===== config.mk =====
export PLATFORM = sky130hd
export DESIGN_NAME = ir_key_debouncer
export DESIGN_NICKNAME = d
export VERILOG_FILES = /design/src/rtl/ir_pkg.sv /design/src/rtl/ir_sync2.sv /design/src/rtl/ir_key_debouncer.sv
export SDC_FILE = /design/constraint.sdc
export NUM_CORES = 1
export LEC_CHECK = 0
export ABC_AREA = 1
export CAP_MARGIN = 30
export CORE_MARGIN = 1.5
export CORE_UTILIZATION = 33
export DETAILED_ROUTE_END_ITERATION = 10
export PLACE_DENSITY = 0.46
export SLEW_MARGIN = 15
export SYNTH_ARGS = -nofsm -noshare
export SYNTH_HDL_FRONTEND = slang
export SYNTH_HIERARCHICAL = 1
export SYNTH_SLANG_ARGS = --single-unit

===== constraint.sdc =====
create_clock -name clk -period 3.4 [get_ports clk]
set_input_delay 1.02 -clock clk [delete_from_list [all_inputs] [get_ports clk]]
set_output_delay 1.02 -clock clk [all_outputs]
set_load 0.02 [all_outputs]

===== src/rtl/ir_pkg.sv =====
// ---------------------------------------------------------------------------
// ir_pkg
// Shared definitions for the IR / push-button key debouncer:
//   - FSM state encoding
//   - default timing constants for the 50 MHz board
//   - key channel index constants
//   - small helper used to size the shared counters
// ---------------------------------------------------------------------------
package ir_pkg;

  typedef enum logic [1:0] {
    IDLE     = 2'd0,
    DEBOUNCE = 2'd1,
    HELD     = 2'd2,
    RELEASE  = 2'd3
  } ir_state_e;

  // 50 MHz board: 20 us stable time, 10 ms first repeat, 2 ms repeat period
  localparam int IR_STABLE_CYCLES = 1000;
  localparam int IR_REPEAT_DELAY  = 500000;
  localparam int IR_REPEAT_PERIOD = 100000;

  localparam int KEY_LEFT  = 0;
  localparam int KEY_RIGHT = 1;
  localparam int KEY_SEL   = 2;
  localparam int KEY_RST   = 3;

  // Largest of three terminal counts; sizes cnt/rcnt so neither can wrap.
  function automatic int max3(input int a, input int b, input int c);
    int m;
    m = (a > b) ? a : b;
    m = (m > c) ? m : c;
    return m;
  endfunction

endpackage


===== src/rtl/ir_sync2.sv =====
// ---------------------------------------------------------------------------
// ir_sync2
// Two-flop synchroniser, one chain per bit. Resets to all ones, which is the
// released level of the active-low key lines, so no false press appears while
// the chain refills after reset.
// Ports:
//   clk  - destination clock
//   rst  - asynchronous active-high reset
//   d    - asynchronous input vector
//   q    - synchronised output vector
// ---------------------------------------------------------------------------
module ir_sync2
  import ir_pkg::*;
#(
  parameter int WIDTH = 1
) (
  input  logic             clk,
  input  logic             rst,
  input  logic [WIDTH-1:0] d,
  output logic [WIDTH-1:0] q
);

  logic [WIDTH-1:0] meta_r;
  logic [WIDTH-1:0] sync_r;

  // Metastability chain: first stage may go metastable, second stage is used.
  always_ff @(posedge clk or posedge rst) begin
    if (rst) begin
      meta_r <= '1;
      sync_r <= '1;
    end else begin
      meta_r <= d;
      sync_r <= meta_r;
    end
  end

  assign q = sync_r;

endmodule


===== src/rtl/ir_key_debouncer.sv =====
// ---------------------------------------------------------------------------
// ir_key_debouncer
// N-channel debouncer and one-shot generator for active-low key lines.
// A press must be stable for STABLE_CYCLES before a single-cycle low pulse is
// issued on deb_n; the key must then be released (all lines high) for
// STABLE_CYCLES before a new press is accepted. With REPEAT_EN=1 a held key
// re-pulses after REPEAT_DELAY and then every REPEAT_PERIOD cycles.
// Ports:
//   clk        - system clock
//   rst        - asynchronous active-high reset
//   keys_n     - raw active-low key lines (asynchronous to clk)
//   deb_n      - active-low one-cycle pulse on the accepted key
//   key_valid  - high in the pulse cycle
//   key_idx    - index of the pulsing key, holds its last value otherwise
//   busy       - high whenever the FSM is outside IDLE
// ---------------------------------------------------------------------------
module ir_key_debouncer
  import ir_pkg::*;
#(
  parameter int NUM_KEYS      = 4,
  parameter int STABLE_CYCLES = IR_STABLE_CYCLES,
  parameter int REPEAT_EN     = 0,
  parameter int REPEAT_DELAY  = IR_REPEAT_DELAY,
  parameter int REPEAT_PERIOD = IR_REPEAT_PERIOD,
  parameter int IDX_W         = (NUM_KEYS > 1) ? $clog2(NUM_KEYS) : 1
) (
  input  logic                clk,
  input  logic                rst,
  input  logic [NUM_KEYS-1:0] keys_n,
  output logic [NUM_KEYS-1:0] deb_n,
  output logic                key_valid,
  output logic [IDX_W-1:0]    key_idx,
  output logic                busy
);

  localparam int CNT_MAX = max3(STABLE_CYCLES, REPEAT_DELAY, REPEAT_PERIOD);
  localparam int CNT_W   = $clog2(CNT_MAX + 1);

  localparam logic [CNT_W-1:0] STABLE_TC     = CNT_W'(STABLE_CYCLES - 1);
  localparam logic [CNT_W-1:0] REP_DELAY_TC  = CNT_W'(REPEAT_DELAY - 1);
  localparam logic [CNT_W-1:0] REP_PERIOD_TC = CNT_W'(REPEAT_PERIOD - 1);

  logic [NUM_KEYS-1:0] ks_n_s;

  ir_state_e           state_r,    state_nxt_s;
  logic [CNT_W-1:0]    cnt_r,      cnt_nxt_s;
  logic [CNT_W-1:0]    rcnt_r,     rcnt_nxt_s;
  logic [IDX_W-1:0]    hold_idx_r, hold_idx_nxt_s;
  logic                rep_seen_r, rep_seen_nxt_s;
  logic                pulse_s;

  logic [IDX_W-1:0]    first_low_s;
  logic                any_low_s;
  logic                all_high_s;
  logic                held_rel_s;
  logic [CNT_W-1:0]    rep_tc_s;

  logic [NUM_KEYS-1:0] deb_n_r;
  logic                key_valid_r;
  logic [IDX_W-1:0]    key_idx_r;
  logic                busy_r;

  ir_sync2 #(
    .WIDTH (NUM_KEYS)
  ) u_sync (
    .clk (clk),
    .rst (rst),
    .d   (keys_n),
    .q   (ks_n_s)
  );

  // Priority encoder: scanning downward lets the lowest low index win.
  always_comb begin
    first_low_s = '0;
    for (int i = NUM_KEYS - 1; i >= 0; i--) begin
      first_low_s = ks_n_s[i] ? first_low_s : IDX_W'(i);
    end
  end

  assign all_high_s = &ks_n_s;
  assign any_low_s  = ~all_high_s;
  assign held_rel_s = ks_n_s[hold_idx_r];
  // First repeat uses the long delay, later ones the shorter period.
  assign rep_tc_s   = rep_seen_r ? REP_PERIOD_TC : REP_DELAY_TC;

  // Next-state, counter and pulse decode for the key FSM.
  always_comb begin
    state_nxt_s    = state_r;
    cnt_nxt_s      = cnt_r;
    rcnt_nxt_s     = rcnt_r;
    hold_idx_nxt_s = hold_idx_r;
    rep_seen_nxt_s = rep_seen_r;
    pulse_s        = 1'b0;
    case (state_r)
      IDLE: begin
        if (any_low_s) begin
          hold_idx_nxt_s = first_low_s;
          cnt_nxt_s      = '0;
          state_nxt_s    = DEBOUNCE;
        end else begin
          state_nxt_s    = IDLE;
        end
      end
      DEBOUNCE: begin
        // Only the latched channel matters; other keys are ignored here.
        if (held_rel_s) begin
          state_nxt_s    = IDLE;
        end else if (cnt_r == STABLE_TC) begin
          pulse_s        = 1'b1;
          rcnt_nxt_s     = '0;
          rep_seen_nxt_s = 1'b0;
          state_nxt_s    = HELD;
        end else begin
          cnt_nxt_s      = cnt_r + CNT_W'(1);
        end
      end
      HELD: begin
        // Release is tested first so it beats a coincident repeat.
        if (held_rel_s) begin
          cnt_nxt_s      = '0;
          state_nxt_s    = RELEASE;
        end else if (REPEAT_EN != 0) begin
          if (rcnt_r == rep_tc_s) begin
            pulse_s        = 1'b1;
            rcnt_nxt_s     = '0;
            rep_seen_nxt_s = 1'b1;
          end else begin
            rcnt_nxt_s     = rcnt_r + CNT_W'(1);
          end
        end else begin
          rcnt_nxt_s     = rcnt_r;
        end
      end
      RELEASE: begin
        // Any low line restarts the release window; no press is queued.
        if (!all_high_s) begin
          cnt_nxt_s      = '0;
        end else if (cnt_r == STABLE_TC) begin
          state_nxt_s    = IDLE;
        end else begin
          cnt_nxt_s      = cnt_r + CNT_W'(1);
        end
      end
      default: begin
        state_nxt_s    = IDLE;
        cnt_nxt_s      = '0;
        rcnt_nxt_s     = '0;
        rep_seen_nxt_s = 1'b0;
      end
    endcase
  end

  // FSM state and counter registers.
  always_ff @(posedge clk or posedge rst) begin
    if (rst) begin
      state_r    <= IDLE;
      cnt_r      <= '0;
      rcnt_r     <= '0;
      hold_idx_r <= '0;
      rep_seen_r <= 1'b0;
    end else begin
      state_r    <= state_nxt_s;
      cnt_r      <= cnt_nxt_s;
      rcnt_r     <= rcnt_nxt_s;
      hold_idx_r <= hold_idx_nxt_s;
      rep_seen_r <= rep_seen_nxt_s;
    end
  end

  // Registered outputs; busy tracks the state being entered.
  always_ff @(posedge clk or posedge rst) begin
    if (rst) begin
      deb_n_r     <= '1;
      key_valid_r <= 1'b0;
      key_idx_r   <= '0;
      busy_r      <= 1'b0;
    end else begin
      deb_n_r     <= pulse_s ? ~(NUM_KEYS'(1) << hold_idx_r) : '1;
      key_valid_r <= pulse_s;
      key_idx_r   <= pulse_s ? hold_idx_r : key_idx_r;
      busy_r      <= (state_nxt_s != IDLE);
    end
  end

  assign deb_n     = deb_n_r;
  assign key_valid = key_valid_r;
  assign key_idx   = key_idx_r;
  assign busy      = busy_r;

endmodule


==> impl_metrics.yaml <==
clock_network:
  hold_buffers: 0
  cts-buffers-inserted: 5
  post-cts-setup-buffer-count: 0
  clockRootBuffer: "clkbuf_8"
  htreeDepth: 2
  post_cts_resized: 0
  clock_latency_ns: 0.29
  clockBufferDepth: 2
  tritoncts: "done"
  clk_pin_slew_ns: 0.08
  cts.sink_count: 39
critical_path:
  critPathLaunchType: "flip-flop"
  startpoint: "deb_n[1]"
  crit_chain: "clkdlybuf4s50_1"
  path_buf_inv: 1
  r2r_start: "u_sync/q[2]"
  cp-end-kind: "output port"
  cp_data_required_time_ns: 2.38
  slowest_stage: "clkdlybuf4s50_1"
  critPathArrivalTime_ns: 1.40
  slowest_delay_ns: 0.59
  cp_max_fo: 1
  criticalPathCategory: "flip-flop to output port"
  crit_family: "buffers and inverters"
synthesis:
  syn_avg_cell_area_um2: 7.54
  syn_inst: 295
  yosys_warnings: 6
  ys_ff_latch: 39
  synth.distinct_cells: 32
  ys.flop_type: "dfrtp_1"
  netlist_area_um2: 2220
  ys_seq_area_frac: 0.445
  synth_top_cell_area_share: 0.304
  ys_top_cells_by_area: "dfrtp_1 30%, nand2_1 15%, dfstp_2 14%"
  synth-edff-count: 0
  ys_async_sr_fraction: 1.00
  post-synth-top-count-cell: "nand2_1"
  synth_top_area_cell: "dfrtp_1"
  synthTopCellsByCount: "89 x nand2_1, 35 x nor2_1, 27 x dfrtp_1, 27 x inv_1, 27 x nand3_1"
  syn-num-nets: 302
hold_path:
  hold_class: "flip-flop to flip-flop"
  min-delay-start: "u_sync/meta_r[2]"
drt:
  ant_nets: 0
  wl_per_cell_um: 12.3
  first_iter_violations: 84
  drt_pre_antenna_iters: 7
  drc: 2
  vias_per_cell: 4.83
  routed_wl_um: 4740
  vias: 1864
sta:
  setup_tns_ns: 0
  layout_setup_ws_ns: 0.976
  drv_slew: 0
  post-route-period-util: 0.713
  clock_skew_ns: 0.0113
  setup_violations: 0
  fmaxAchievable_mhz: 413
  rsz0062_at_grt: "no"
  relSlewSlack: 0.677
  tightest_slew_ns: 0.482
  final_hold_viol_count: 0
  period_minus_slack_ns: 2.42
floorplan:
  io_pins: 14
  num_rows: 29
  die_w_um: 85.1
  die_h_um: 85.1
  coreArea_um2: 6420
  fp.dieArea_um2: 7240
  initial_utilization: 0.346
global_routing:
  grt_pass1_wl_um: 8240
  grt_max_degree: 32
  antenna_found_initial: 0
  grt.overflow.total: 0
  grt_pass1_vias: 1656
  grt_usage: 0.144
placed_design:
  gp_congestion: 0.757
  place_worst_setup_slack_ns: 1.30
  port-buffer-count: 13
  hpwl_um: 3430
status:
  run_status: "finished, violations left"
  violations: "design-rule violations"
power:
  powerDensity_nw_per_um2: 590
  vdd_ir_drop_max_mv: 0.206
  power_leakage_nw: 1.20
final_layout:
  antennaDiodeCount: 0
  area_growth_pct: 14.1
  drive_above_1_share: 0.136
  nNetsFinal: 315
flow_run:
  maxCapViolations: 0
## metal layers
metal,global-route usage,routed length [um],up-vias
li1,-,-,972
met1,0.208,2490,861
met2,0.212,2050,25
met3,0.0340,142,6
met4,0.0492,57,0
met5,0,0,-
## power by group
group,leakage (nW),switching (mW),internal (mW)
Clock,0.0654,0.170,0.294
Combinational,0.648,0.321,0.134
Sequential,0.491,0.0610,0.517
## cells in the final DEF, fill, tap and decap left out, drive strengths merged
master / count
a211oi: 1
a21o: 1
a21oi: 9
and2: 2
buf: 1
bufinv: 2
clkbuf: 6
clkdlybuf4s50: 13
dfrtp: 27
dfstp: 12
ha: 1
inv: 32
nand2: 94
nand3: 32
nand4: 12
nor2: 41
nor3: 6
o211ai: 2
o21ai: 10
or2: 1
xnor2: 1
xor2: 3
## state kept, by name (all words and copies together) (netlist names)
| name | cells |
|---|---|
| cnt_r | 19 |
| busy | 1 |
| deb_n | 4 |
| key_idx | 2 |
| u_sync/meta_r | 4 |
| u_sync/q | 4 |
| state_r | 2 |
| hold_idx_r | 2 |
| key_valid | 1 |
## through the flow
stage / instance area, um^2 / power, mW / std cells / hold slack [ns] / utilization
2_1_floorplan: 2220 / 0.971 / 295 / 0.345 / -
3_5_place_dp: 2400 / 1.05 / 378 / 0.347 / 0.374
4_1_cts: 2540 / 1.52 / 386 / 0.360 / 0.395
3_3_place_gp: 2400 / 1.05 / 378 / 0.345 / 0.374
6_report: 2540 / 1.50 / 386 / 0.357 / 0.395
5_1_grt: 2540 / 1.62 / 386 / 0.361 / 0.395
## path summary, 6_finish.rpt
path | endpoint | slack, ns | cells after the start
min in group asynchronous | cnt_r[17] | 1.15 | 3
hold reg to reg | u_sync/q[2] | 0.36 | 0
max in group asynchronous | deb_n[2] | 1.92 | 3
setup reg to reg | cnt_r[18] | 1.58 | 7
setup / recovery | deb_n[1] | 0.98 | 1
hold / removal | u_sync/q[2] | 0.36 | 0
## kinds of logic after synthesis
logic type,after synthesis,share of synthesized area
buf+inv,40,0.0793
compound gates,23,0.0562
flops,39,0.445
xor+xnor,4,0.0158
simple gates,188,0.398
fa+ha+maj,1,0.00562
## cell type report
cell class,instances,area [um^2]
Tap cell,77,96.3
Clock buffer,6,72.6
Clock inverter,2,60.1
Timing Repair Buffer,14,138
Inverter,32,123
Fill cell,667,3880
Sequential cell,39,991
Multi-Input combinational cell,216,1060
No activity file was read; power rests on OpenSTA's default activity.
